`src/rtl/id_hazard_if.sv`:
```
// rtl/id_hazard_if.sv - ID-stage decode/hazard handshake bundle between decoder and hazard controller
interface id_hazard_if #(
  parameter int REG_ADDR_LEN = 5,
  parameter int CNT_W        = 16
);
  logic                         id_valid;
  logic                         regaRd;
  logic [REG_ADDR_LEN-1:0]      regaAddr;
  logic                         regbRd;
  logic [REG_ADDR_LEN-1:0]      regbAddr;
  logic                         regcWr;
  logic [REG_ADDR_LEN-1:0]      regcAddr;
  logic                         stall;
  logic                         issue;
  logic                         bubble;
  logic [2**REG_ADDR_LEN-1:0]   pend_mask;
  logic [CNT_W-1:0]             stall_cnt;

  modport master (
    output id_valid, regaRd, regaAddr, regbRd, regbAddr, regcWr, regcAddr,
    input  stall, issue, bubble, pend_mask, stall_cnt
  );

  modport slave (
    input  id_valid, regaRd, regaAddr, regbRd, regbAddr, regcWr, regcAddr,
    output stall, issue, bubble, pend_mask, stall_cnt
  );
endinterface

```
`src/rtl/id_hazard_ctrl.sv`:
```
// rtl/id_hazard_ctrl.sv - RAW scoreboard that stalls ID and bubbles EX on pending register writes
module id_hazard_ctrl #(
  parameter int REG_ADDR_LEN = 5,
  parameter int WB_LAT       = 3,
  parameter int WR_BYPASS    = 1,
  parameter int CNT_W        = 16
) (
  input  logic        clk,
  input  logic        rst,
  input  logic        hold,
  input  logic        clr_cnt,
  id_hazard_if.slave  id
);
  // Slots at or beyond NCHK are either retired or being written this cycle (write-first regfile).
  localparam int NCHK = WB_LAT - WR_BYPASS;

  logic [WB_LAT-1:0]            v_q;
  logic [REG_ADDR_LEN-1:0]      addr_q [WB_LAT];
  logic [CNT_W-1:0]             cnt_q;
  logic [CNT_W-1:0]             cnt_d;
  logic                         match_a;
  logic                         match_b;
  logic                         hazard;
  logic                         issue_d;
  logic                         slot_v_d;
  logic [2**REG_ADDR_LEN-1:0]   pend_d;

  always_comb begin
    match_a = 1'b0;
    match_b = 1'b0;
    for (int i = 0; i < NCHK; i++) begin
      if (v_q[i] && (addr_q[i] == id.regaAddr)) match_a = 1'b1;
      if (v_q[i] && (addr_q[i] == id.regbAddr)) match_b = 1'b1;
    end
  end

  assign hazard   = id.id_valid &
                    ((id.regaRd & (id.regaAddr != '0) & match_a) |
                     (id.regbRd & (id.regbAddr != '0) & match_b));
  assign issue_d  = id.id_valid & ~hazard & ~hold;
  assign slot_v_d = issue_d & id.regcWr & (id.regcAddr != '0);

  always_comb begin
    pend_d = '0;
    for (int i = 0; i < WB_LAT; i++) begin
      if (v_q[i]) pend_d[addr_q[i]] = 1'b1;
    end
    pend_d[0] = 1'b0;
  end

  always_comb begin
    cnt_d = cnt_q;
    if (clr_cnt) begin
      cnt_d = '0;
    end else if (hazard && (cnt_q != '1)) begin
      cnt_d = cnt_q + {{(CNT_W-1){1'b0}}, 1'b1};
    end
  end

  assign id.stall     = ~rst & id.id_valid & (hazard | hold);
  assign id.issue     = ~rst & issue_d;
  assign id.bubble    = ~rst & ~hold & ~issue_d;
  assign id.pend_mask = rst ? '0 : pend_d;
  assign id.stall_cnt = cnt_q;

  // hold freezes both the tracker and the counter, including a clear request.
  always_ff @(posedge clk) begin
    if (rst) begin
      v_q   <= '0;
      cnt_q <= '0;
    end else if (!hold) begin
      for (int i = 1; i < WB_LAT; i++) begin
        v_q[i]    <= v_q[i-1];
        addr_q[i] <= addr_q[i-1];
      end
      v_q[0]    <= slot_v_d;
      addr_q[0] <= id.regcAddr;
      cnt_q     <= cnt_d;
    end
  end
endmodule
```
`src/flat_wrapper.sv`:
```
// flat-port wrapper written by rule: the top's interface ports become plain ports
module id_hazard_ctrl_flat 
#(
  parameter int REG_ADDR_LEN = 5,
  parameter int WB_LAT       = 3,
  parameter int WR_BYPASS    = 1,
  parameter int CNT_W        = 16
)
  (clk, rst, hold, clr_cnt, id_id_valid, id_regaRd, id_regaAddr, id_regbRd, id_regbAddr, id_regcWr, id_regcAddr, id_stall, id_issue, id_bubble, id_pend_mask, id_stall_cnt);
  id_hazard_if #(.REG_ADDR_LEN(REG_ADDR_LEN), .CNT_W(CNT_W)) id_i ();
  input  logic clk;
  input  logic rst;
  input  logic hold;
  input  logic clr_cnt;
  input wire logic [$bits(id_i.id_valid)-1:0] id_id_valid;
  input wire logic [$bits(id_i.regaRd)-1:0] id_regaRd;
  input wire logic [$bits(id_i.regaAddr)-1:0] id_regaAddr;
  input wire logic [$bits(id_i.regbRd)-1:0] id_regbRd;
  input wire logic [$bits(id_i.regbAddr)-1:0] id_regbAddr;
  input wire logic [$bits(id_i.regcWr)-1:0] id_regcWr;
  input wire logic [$bits(id_i.regcAddr)-1:0] id_regcAddr;
  output wire logic [$bits(id_i.stall)-1:0] id_stall;
  output wire logic [$bits(id_i.issue)-1:0] id_issue;
  output wire logic [$bits(id_i.bubble)-1:0] id_bubble;
  output wire logic [$bits(id_i.pend_mask)-1:0] id_pend_mask;
  output wire logic [$bits(id_i.stall_cnt)-1:0] id_stall_cnt;
  assign id_i.id_valid = id_id_valid;
  assign id_i.regaRd = id_regaRd;
  assign id_i.regaAddr = id_regaAddr;
  assign id_i.regbRd = id_regbRd;
  assign id_i.regbAddr = id_regbAddr;
  assign id_i.regcWr = id_regcWr;
  assign id_i.regcAddr = id_regcAddr;
  assign id_stall = id_i.stall;
  assign id_issue = id_i.issue;
  assign id_bubble = id_i.bubble;
  assign id_pend_mask = id_i.pend_mask;
  assign id_stall_cnt = id_i.stall_cnt;
  id_hazard_ctrl #(.REG_ADDR_LEN(REG_ADDR_LEN), .WB_LAT(WB_LAT), .WR_BYPASS(WR_BYPASS), .CNT_W(CNT_W)) u_core (.clk(clk), .rst(rst), .hold(hold), .clr_cnt(clr_cnt), .id(id_i));
endmodule
```
`config.mk`:
```
export PLATFORM = sky130hd
export DESIGN_NAME = id_hazard_ctrl_flat
export DESIGN_NICKNAME = d
export VERILOG_FILES = /design/src/rtl/id_hazard_if.sv /design/src/rtl/id_hazard_ctrl.sv /design/src/flat_wrapper.sv
export SDC_FILE = /design/constraint.sdc
export NUM_CORES = 1
export LEC_CHECK = 0
export CORE_UTILIZATION = 53
export DETAILED_ROUTE_END_ITERATION = 8
export PLACE_DENSITY = 0.85
export SETUP_SLACK_MARGIN = 0.05
export SYNTH_ARGS = -nofsm -noshare
export SYNTH_HDL_FRONTEND = slang
export SYNTH_SLANG_ARGS = --single-unit
```
`constraint.sdc`:
```
create_clock -name clk -period 6 [get_ports clk]
set_clock_uncertainty 0.15 [all_clocks]
set_input_delay 0.9 -clock clk [delete_from_list [all_inputs] [get_ports clk]]
set_output_delay 0.9 -clock clk [all_outputs]
set_load 0.03 [all_outputs]
```
== Word level (Yosys, flattened, before mapping) ==
Memory sizes are Yosys's and may differ from the RTL's.
Index checks and enable logic that the tools add are counted.

* Register bits after elaboration: 19
* Memory bits (writable): 15
* Input bits: 23
* Output and inout bits: 51
* Logic and storage cells: 69
* Memories: 1

* Add/subtract/negate cells: 1
* Order comparisons: 6
* Eq/ne operators: 5
* Multiplexer cells: 19
* Bitwise logic cells: 22
* Reduce and logical (&&, ||, !) cells: 13

{| class="wikitable"
|+ Memories
! name !! words !! width !! rd ports !! clocked after memory_dff !! wr ports !! line !! source
|-
| u_core.addr_q || 3 || 5 || 3 || 0 || 3 || id_hazard_ctrl.sv:18 || <nowiki>logic [REG_ADDR_LEN-1:0] addr_q [WB_LAT];</nowiki>
|}

{| class="wikitable"
|+ Operators with widths
! operator !! count
|-
| $mux W32 || 4
|-
| $or A32 B32 Y32 || 2
|-
| $mux W16 || 2
|-
| $eq A5 B5 Y1 || 4
|-
| $lt A5 B6 Y1 const B || 3
|-
| $add A16 B1 Y16 const B || 1
|-
| $ne A16 B16 Y1 const B || 1
|-
| $demux W1 S5 || 3
|-
| $ge A5 B1 Y1 const B || 3
|-
| $reduce_bool A5 Y1 || 3
|-
| $and A1 B1 Y1 || 14
|-
| $mux W1 || 10
|-
| $logic_and A1 B1 Y1 || 8
|-
| $not A1 Y1 || 4
|-
| $or A1 B1 Y1 || 2
|-
| $reduce_and A2 Y1 || 1
|-
| $reduce_bool A2 Y1 || 1
|}

== Logic depth before layout (Yosys ltp) ==
Gate-level depths: netlist (run 1).
An unclocked memory read counts as a cell.

* Word-level depth: 13
* Depth in mapped cells: 10
* Gate-level depth less buffers: 7

== Worst setup path after synthesis (run 1) ==
OpenSTA, ideal clock, no wires.

* Kind: input to output
* Start point: input id_regbAddr[1]
* End point: output id_issue
* Arrival: 2488 ps
* Required time: 4950 ps
* Slack: 2462 ps
* Cell stages on the path: 5
* Buffers on the path: 0
* Path through: or4_1 o21ai_0 o22a_1 nand2_1 nor3_1

* Longest elaborated chain between the ends: 11
* Elaborated cells on any way between the ends: 15
* Classes of those cells: eq/ne (2); mux (2); bitwise (8); reduce/logical (3)

{| class="wikitable"
|+ RTL lines
! what !! line !! source
|-
| start: declaration || flat_wrapper.sv:19 || <nowiki>input wire logic [$bits(id_i.regbAddr)-1:0] id_regbAddr;</nowiki>
|-
| $eq A5 B5 Y1 || id_hazard_ctrl.sv:33 || <nowiki>if (v_q[i] && (addr_q[i] == id.regbAddr)) match_b = 1'b1;</nowiki>
|-
| $logic_and A1 B1 Y1 || id_hazard_ctrl.sv:33 ||
|-
| $mux W1 (2 in a row) || id_hazard_ctrl.sv:33 ||
|-
| $and A1 B1 Y1 (*) || id_hazard_ctrl.sv:39 || <nowiki>(id.regbRd & (id.regbAddr != '0) & match_b));</nowiki>
|-
| $or A1 B1 Y1 (*) || id_hazard_ctrl.sv:38 || <nowiki>((id.regaRd & (id.regaAddr != '0) & match_a) |</nowiki>
|-
| $and A1 B1 Y1 (*) || id_hazard_ctrl.sv:37 || <nowiki>assign hazard = id.id_valid &</nowiki>
|-
| $not A1 Y1 (*) || id_hazard_ctrl.sv:40 || <nowiki>assign issue_d = id.id_valid & ~hazard & ~hold;</nowiki>
|-
| $and A1 B1 Y1 (*) (2 in a row) || id_hazard_ctrl.sv:40 ||
|-
| $and A1 B1 Y1 (*) || id_hazard_ctrl.sv:61 || <nowiki>assign id.issue = ~rst & issue_d;</nowiki>
|-
| end: declaration || flat_wrapper.sv:23 || <nowiki>output wire logic [$bits(id_i.issue)-1:0] id_issue;</nowiki>
|}

Every way passes the cells marked *; elsewhere a longest branch is shown, timed or not.

== Final worst setup path (run 1) ==
Same ends and word-level chain as after synthesis.

==> flow_summary.json, run 1 <==
{
  "post_cts_resize_count": 0,
  "p_seq_share_pct": 52.8,
  "clock-sinks": 34,
  "start_util_pct": 55.84,
  "area_growth_pct": 28.61,
  "ant_nets": 0,
  "min_period_ps": 4383,
  "met1_usage_pct": 43.26,
  "crit_type": "in -> out",
  "synthArstFlopShare_pct": 0,
  "status": "completed",
  "post_cts_buffers": 0,
  "ys_types": 40,
  "met3_usage_pct": 6.630,
  "tns_ps": 0,
  "overflow": 0,
  "cts.clk_slew.worst_paths_ps": 70,
  "required_ps": 4950,
  "grt_usage_pct": 32.06,
  "seq_area_frac_synth_pct": 31.09,
  "regArea_sq_um": 830.8,
  "die_h_um": 73.01,
  "finalSetupViolCount": 0,
  "cts_root_buffer": "clkbuf_8",
  "grt_pass1_wl_um": 13350,
  "worst_pin_slew_ps": 1059,
  "synth_edf_count": 15,
  "syn_nets": 370,
  "start_kind": "input port",
  "top_usage_layer": "met2",
  "portBuffers": 72,
  "avgViaCountPerCell": 6.525,
  "clock_latency_ps": 290,
  "path_max_fanout": 5,
  "post-route-period-util_pct": 73.05,
  "dr.first_iter.drc_count": 541,
  "met2_usage_pct": 50.72,
  "core_sq_mm": 0.004786,
  "grt_pass1_vias": 2754,
  "leakage_nw": 1.039,
  "p_sw_share_pct": 27.72,
  "maxCapViolCount": 0,
  "design.portCount": 74,
  "place_area_sq_mm": 0.003356,
  "drive_above_1_share_pct": 2.488,
  "hold_class": "reg -> reg",
  "grt_max_degree": 57,
  "hold_slack_ps": 367.2,
  "finalInstanceArea_sq_mm": 0.003437,
  "cts_tree": "built",
  "finalHoldViolations": 0,
  "critPathCaptureType": "output port",
  "hpwl_um": 5615,
  "slew_headroom_pct": 29.24,
  "cp.arrival_ps": 3330,
  "antenna_found_initial": 0,
  "diodes": 0,
  "die_w_um": 73.01,
  "place_congestion": 0.9454,
  "rows": 25,
  "worst_slack_ps": 1617,
  "timing.fmax_ghz": 0.2281,
  "multi_input_area_sq_mm": 0.001692,
  "drcViolationCount": 0,
  "clk_path_buf_depth": 2,
  "synth.avg_cell_area_sq_um": 7.724,
  "cts_buffers": 5,
  "h-tree-depth": 2,
  "ys_ff_latch": 34,
  "layout.nets": 425,
  "synth_cells": 346,
  "cts_hold_buf": 0,
  "num-fill-cells": 397,
  "powerDensity_mw_per_mm2": 143.3,
  "ys.flop_type": "dfxtp_1",
  "dp_slack_ps": 1608,
  "p_int_w": 0.0003559,
  "irDropWorstVdd_v": 0.0001440,
  "die_area_sq_mm": 0.005330,
  "drt-pass1-iter-count": 6,
  "vias": 3060,
  "p_sw_w": 0.0001365,
  "routedWlPerCell_um": 17.59,
  "rsz0062_at_grt": "false",
  "fin_util_pct": 71.82,
  "pwr-share-clk_pct": 33.5,
  "ys.warnings.count": 0,
  "pwr-share-comb_pct": 13.7,
  "netlist_area_sq_mm": 0.002673,
  "wl_um": 8252,
  "drv_slew": 0
}
cell usage in the layout, fill, tap and decap left out, drive strengths merged, types with 8 or more instances in the layout:
cell type | Yosys | final
nand4 | 9 | 9
dfxtp | 19 | 19
and3 | 10 | 10
a31oi | 12 | 12
nor2 | 21 | 21
and3b | 8 | 8
or4 | 8 | 8
edfxtp | 15 | 15
nand2 | 58 | 58
clkdlybuf4s50 | 0 | 71
a21oi | 33 | 33
o211ai | 10 | 10
a22oi | 29 | 29
nor3b | 12 | 12
xor2 | 16 | 16
power groups by stage:
stage / Sequential, W / Clock (W) / Combinational [W]
floorplan: 0.000256 / 0 / 0.0000434
global placement: 0.000264 / 0 / 0.0000635
detailed placement: 0.000265 / 0 / 0.0000657
CTS: 0.000260 / 0.000164 / 0.0000663
global route: 0.000261 / 0.000176 / 0.0000721
finish: 0.000260 / 0.000165 / 0.0000675
metal layers:
metal  vias to the layer above  share of wire, %
li1                       1402                 -
met1                      1388                41
met2                       249                46
met3                        21                12
met4                         0               1.6
met5                         -                 0
cells in the mapped netlist (7+ instances only):
cell type | instances | area (sq um)
edfxtp_1 | 15 | 450.4
clkbuf_1 | 17 | 63.81
and3b_1 | 8 | 70.07
dfxtp_1 | 19 | 380.4
nand4_1 | 9 | 56.30
nand3_1 | 7 | 35.03
nor2_1 | 21 | 78.83
nor3b_1 | 12 | 90.09
or4_1 | 8 | 60.06
and3_1 | 10 | 62.56
o211ai_1 | 10 | 75.07
a22oi_1 | 29 | 217.7
a21oi_1 | 33 | 165.2
nand2_1 | 58 | 217.7
xor2_1 | 16 | 140.1
a31oi_1 | 12 | 75.07
path summary, 6_finish.rpt:
| path | startpoint | endpoint | slack (ps) | depth (start not counted) |
|---|---|---|---|---|
| setup reg to reg | u_core.addr_q[0][2]$_DFFE_PP_ | u_core.id.stall_cnt[6]$_SDFFE_PP0P_ | 2980 | 7 |
| setup / recovery | id_regbAddr[1] | id_issue | 1620 | 7 |
| hold / removal | u_core.id.stall_cnt[5]$_SDFFE_PP0P_ | u_core.id.stall_cnt[5]$_SDFFE_PP0P_ | 370 | 2 |
| hold reg to reg | u_core.id.stall_cnt[5]$_SDFFE_PP0P_ | u_core.id.stall_cnt[5]$_SDFFE_PP0P_ | 370 | 2 |
per-stage QoR:
stage                     total power, W  std cells
after global placement         0.0003279        461
final                          0.0004924        469
after global routing           0.0005089        469
after floorplan                0.0002997        346
after CTS                      0.0004900        469
after detailed placement       0.0003305        461
critical path, stage by stage:
cell and delay, ps:
clkdlybuf4s50_1 470, or4_1 520, o21ai_0 220, o22a_1 270
nand2_1 110, nor3_1 140, clkdlybuf4s50_1 710
kinds of logic after synthesis:
family / count (synthesis) / synth area share [%]
AND/OR/NAND/NOR: 157 / 30.81
multiplexers: 2 / 0.7491
adder cells (fa/ha/maj): 1 / 0.4681
other: 1 / 0.1403
flip-flops: 34 / 31.09
AO/OA/AOI/OAI: 100 / 24.58
XOR/XNOR: 20 / 6.554
buffers and inverters: 31 / 5.618
flip-flops by register name (all words and copies together), names as in the netlist:
name	flops
u_core.addr_q	15
u_core.v_q	3
u_core.id.stall_cnt	16
cell type report:
class	instances	area share [%]
inverters	5	0.5460
repair buffers	74	21.26
well taps	67	2.439
flip-flops and latches	34	24.17
clock buffers	6	2.111
clock inverters	2	0.2548
multi-input cells	281	49.22
(Power assumes the default switching activity.)
==> run 2, diff against run 1 <==
- CORE_UTILIZATION: 53 -> 49
- PLACE_DENSITY: 0.85 -> 0.79
- clock period: 6 -> 4.3 ns (I/O delays scaled with it)
==> run 2 against run 1 <==
Effect of this change: routed wire length shrank 1.8%; via count fell by 2.2%; cell count grew 1.3%; critical path type unchanged.
==> flow_summary.json, run 2 (synthesis results as in run 1) <==
{
  "post_cts_buffers": 0,
  "grt_pass1_vias": 2542,
  "post_cts_resize_count": 0,
  "path_max_fanout": 5,
  "h-tree-depth": 2,
  "drv_slew": 0,
  "design.portCount": 74,
  "grt_pass1_wl_um": 12570,
  "start_kind": "input port",
  "placed_cells": 467,
  "layout_common_cells": "clkdlybuf4s50_1, nand2_1, a21oi_1",
  "hold_class": "reg -> reg",
  "ant_nets": 0,
  "min_period_ps": 3887,
  "clk_path_buf_depth": 2,
  "clock_latency_ps": 290,
  "critical_path.most_common_cell": "clkdlybuf4s50_1",
  "leakage_nw": 1.069,
  "final_common_cell": "clkdlybuf4s50_1",
  "drt-pass1-iter-count": 5,
  "irDropWorstVdd_v": 0.0001829,
  "fin_util_pct": 67.54,
  "antenna_found_initial": 0,
  "area_growth_pct": 30.71,
  "cts.clk_slew.worst_paths_ps": 70,
  "cts_buffers": 5,
  "grt_usage_pct": 28.85,
  "worst_pin_slew_ps": 939.0,
  "slew_headroom_pct": 37.40,
  "place_congestion": 0.9095,
  "die_area_sq_mm": 0.005753,
  "core_sq_mm": 0.005172,
  "required_ps": 3500,
  "cts_root_buffer": "clkbuf_8",
  "layout.nets": 428,
  "die_h_um": 75.85,
  "cp_cell_sequence": "clkdlybuf4s50_1 > or4_1 > o21ai_0 > o22a_1 > nand2_1 > nor3_1 > clkdlybuf4s50_1",
  "clock-sinks": 34,
  "multi_input_area_sq_mm": 0.001692,
  "critPathMaxStageDelay_ps": 700,
  "crit_type": "in -> out",
  "wl_um": 8107,
  "hpwl_um": 5445,
  "regArea_sq_um": 830.8,
  "start_util_pct": 51.67,
  "hold_slack_ps": 373.6,
  "diodes": 0,
  "grt_max_degree": 57,
  "powerDensity_mw_per_mm2": 211.9,
  "overflow": 0,
  "die_w_um": 75.85,
  "rsz0062_at_grt": "false",
  "finalHoldViolations": 0,
  "tns_ps": 0,
  "post-route-period-util_pct": 90.40,
  "rows": 26,
  "drcViolationCount": 0,
  "finalSetupViolCount": 0,
  "dr.first_iter.drc_count": 333,
  "timing.fmax_ghz": 0.2573,
  "drive_above_1_share_pct": 3.457,
  "critPathCaptureType": "output port",
  "crit_slowest_cell": "clkdlybuf4s50_1",
  "vias": 2992,
  "largest_reg_flops": 16,
  "maxCapViolCount": 0,
  "portBuffers": 72,
  "cts_tree": "built",
  "cts_hold_buf": 0,
  "avgViaCountPerCell": 6.299,
  "routedWlPerCell_um": 17.07,
  "total_power_w": 0.0007403,
  "status": "completed",
  "cp.arrival_ps": 3090,
  "final_cell_count_no_fill": 475,
  "num-fill-cells": 437
}
## run 2: cell types whose count changed in the layout (fill, tap and decap cells not counted), sizes merged
cell and change:
clkbuf +2, buf +3, clkinv -2
## run 2: where the power goes
group | leakage (nW) | internal, W | total, W | switching, W
Clock | 0.0566 | 0.000166 | 0.000285 | 0.000119
Combinational | 0.718 | 0.0000403 | 0.0000928 | 0.0000525
Sequential | 0.294 | 0.000345 | 0.000363 | 0.0000175
## run 2: layer usage
metal	vias to the layer above	global-route usage, %	wire, um	share of wire [%]
met5	-	0	0	0
met3	18	6.085	640	7.9
met1	1391	40.85	3542	44
li1	1413	-	-	-
met2	170	43.26	3774	47
met4	0	10.29	150	1.9
## run 2: through the flow
stage	area, sq um	setup WS (ps)
after floorplan	2673	1272
after global placement	3382	510.4
after detailed placement	3382	434.4
after CTS	3493	398.5
after global routing	3493	287.3
final	3493	412.7
## run 2: final timing paths
check	cells after the start	from	slack (ps)	to
worst max-delay path	7	id_regbAddr[1]	410	id_issue
worst min-delay path	2	u_core.id.stall_cnt[5]$_SDFFE_PP0P_	370	u_core.id.stall_cnt[5]$_SDFFE_PP0P_
worst max register to register	7	u_core.addr_q[0][4]$_DFFE_PP_	1220	u_core.id.stall_cnt[6]$_SDFFE_PP0P_
worst min register to register	2	u_core.id.stall_cnt[5]$_SDFFE_PP0P_	370	u_core.id.stall_cnt[5]$_SDFFE_PP0P_
## run 2: critical path: cells and delay by family
family          cells  cell delay [ps]
compound gates      2              440
buf+inv             2             1190
simple gates        3              820
## run 2: cell type report
type / instances / share of cell area [%]
multi-input cells: 281 / 48.42
flip-flops and latches: 34 / 23.78
clock buffers: 8 / 3.188
well taps: 70 / 2.507
repair buffers: 77 / 21.56
inverters: 5 / 0.5372
==> RTL change: new RTL, flow settings as in run 2 <==
`WB_LAT` is set to 3 in 2 places; all go to 6.
--- a/src/rtl/id_hazard_ctrl.sv
+++ b/src/rtl/id_hazard_ctrl.sv
@@ -3,3 +3,3 @@
   parameter int REG_ADDR_LEN = 5,
-  parameter int WB_LAT       = 3,
+  parameter int WB_LAT       = 6,
   parameter int WR_BYPASS    = 1,
--- a/src/flat_wrapper.sv
+++ b/src/flat_wrapper.sv
@@ -4,3 +4,3 @@
   parameter int REG_ADDR_LEN = 5,
-  parameter int WB_LAT       = 3,
+  parameter int WB_LAT       = 6,
   parameter int WR_BYPASS    = 1,
Check against the original RTL: not equivalent (Yosys sat finds a counterexample within 4 cycles, from zero or initial values and one cycle with rst high).
==> RTL change against run 2 <==
- combinational power increased by 80%
- count of clock-buffer cells in the layout fell by 3
- total power rose by 36%
- clock power barely moved
- routed wire length grew 87%
- sequential cell count increased by 18
- area after synthesis increased by 65%
- setup slack worse by 0.23 ns
- design area up 49%
- utilization is 7.9 points lower
- critical path depth unchanged
- fmax fell by 5.6%
- critical endpoint unchanged
==> RTL change: results <==
export IMPL_synth_edf_count=30
export IMPL_cp_arrival_ns=3.32
export IMPL_sw_frac_of_total=0.2854
export IMPL_synth_commonest_cells="o22ai_1, nor2_1, clkbuf_1"
export IMPL_multi_input_area_share=0.5261
export IMPL_nFillCells=767
export IMPL_p_clk_frac=0.282
export IMPL_clock_cell_area_share=0.01731
export IMPL_cp_max_fo=6
export IMPL_io_buffers=72
export IMPL_met3_usage=0.08020
export IMPL_post_synth_fa_ha_maj_area_fraction=0.002843
export IMPL_vdd_drop_max_mv=0.1717
export IMPL_synth_xor_area_frac=0.09952
export IMPL_drt_iter0_drc=693
export IMPL_numClockSinks=52
export IMPL_met1_usage=0.4183
export IMPL_wl_met3_mm=1.890
export IMPL_wl_met2_mm=6.779
export IMPL_finalNetCount=615
export IMPL_n_antenna_cell=0
export IMPL_hold_class="flop to flop"
export IMPL_worst_path_largest_cell_delay_ns=0.67
export IMPL_slew_headroom=0.4729
export IMPL_yosys_cell_types_count=47
export IMPL_grt_start_max_net_pins=31
export IMPL_seqCellArea_sq_um=1341
export IMPL_seq_area_frac_synth=0.3048
export IMPL_drive_above_1_share=0.09291
export IMPL_hpwl_mm=10.17
export IMPL_grt_pass1_vias=4608
export IMPL_synthMuxAreaShare=0.01137
export IMPL_met1_length_mm=6.006
export IMPL_gp_congestion=0.9794
export IMPL_outcome="complete, no violations"
export IMPL_clock_latency_ns=0.31
export IMPL_clk_pin_slew_ns=0.10
export IMPL_yosysTopAreaCellShare=0.2047
export IMPL_largest_register_ffs=30
export IMPL_wl_mm=15.19
export IMPL_dr_pass1_iters=6
export IMPL_grt_use_met2=0.5016
export IMPL_multi_input_cells=433
export IMPL_top_layer="met4"
export IMPL_grt_pass1_wl_mm=23.92
export IMPL_layout_nonclk_buf_frac=0.1693
export IMPL_vias_per_cell=6.971
export IMPL_synth_area_top_cells="edfxtp_1, o22ai_1, dfxtp_1"
export IMPL_grtUsageTotal=0.3146
export IMPL_nNonClkBuffers=94
export IMPL_synth_compound_area_frac=0.1916
export IMPL_synth_nets=577
export IMPL_seq_power_uw=558
export IMPL_p_leak_uw=0.001474
RTL change: cell types whose count changed after synthesis, sizes merged, moves of 25 or more:
cell    before  now
nor3         5   31
a21oi       33    4
o22ai        0   85
nand3b       0   30
nand2       58   32
clkbuf      17   43
nor2        21   49
a22oi       29    1
nor4         5   30
RTL change: final timing paths:
path / startpoint / end / slack (ns) / cells after the start
worst max-delay path: id_regaAddr[3] / id_issue / 0.18 / 7
worst min-delay path: u_core.id.stall_cnt[9] / u_core.id.stall_cnt[9] / 0.37 / 2
worst max register to register: u_core.id.stall_cnt[1] / u_core.id.stall_cnt[8] / 1.27 / 9
worst min register to register: u_core.id.stall_cnt[9] / u_core.id.stall_cnt[9] / 0.37 / 2
RTL change: per-stage QoR:
stage,cells,setup WS (ns),hold WS [ns],cell area (sq um)
after floorplan,553,0.5434,0.2706,4400
after global placement,692,0.2010,0.3432,5109
after detailed placement,692,0.1920,0.3509,5109
after CTS,700,0.1749,0.3688,5199
after global routing,700,0.08806,0.3941,5204
final,700,0.1818,0.3701,5204
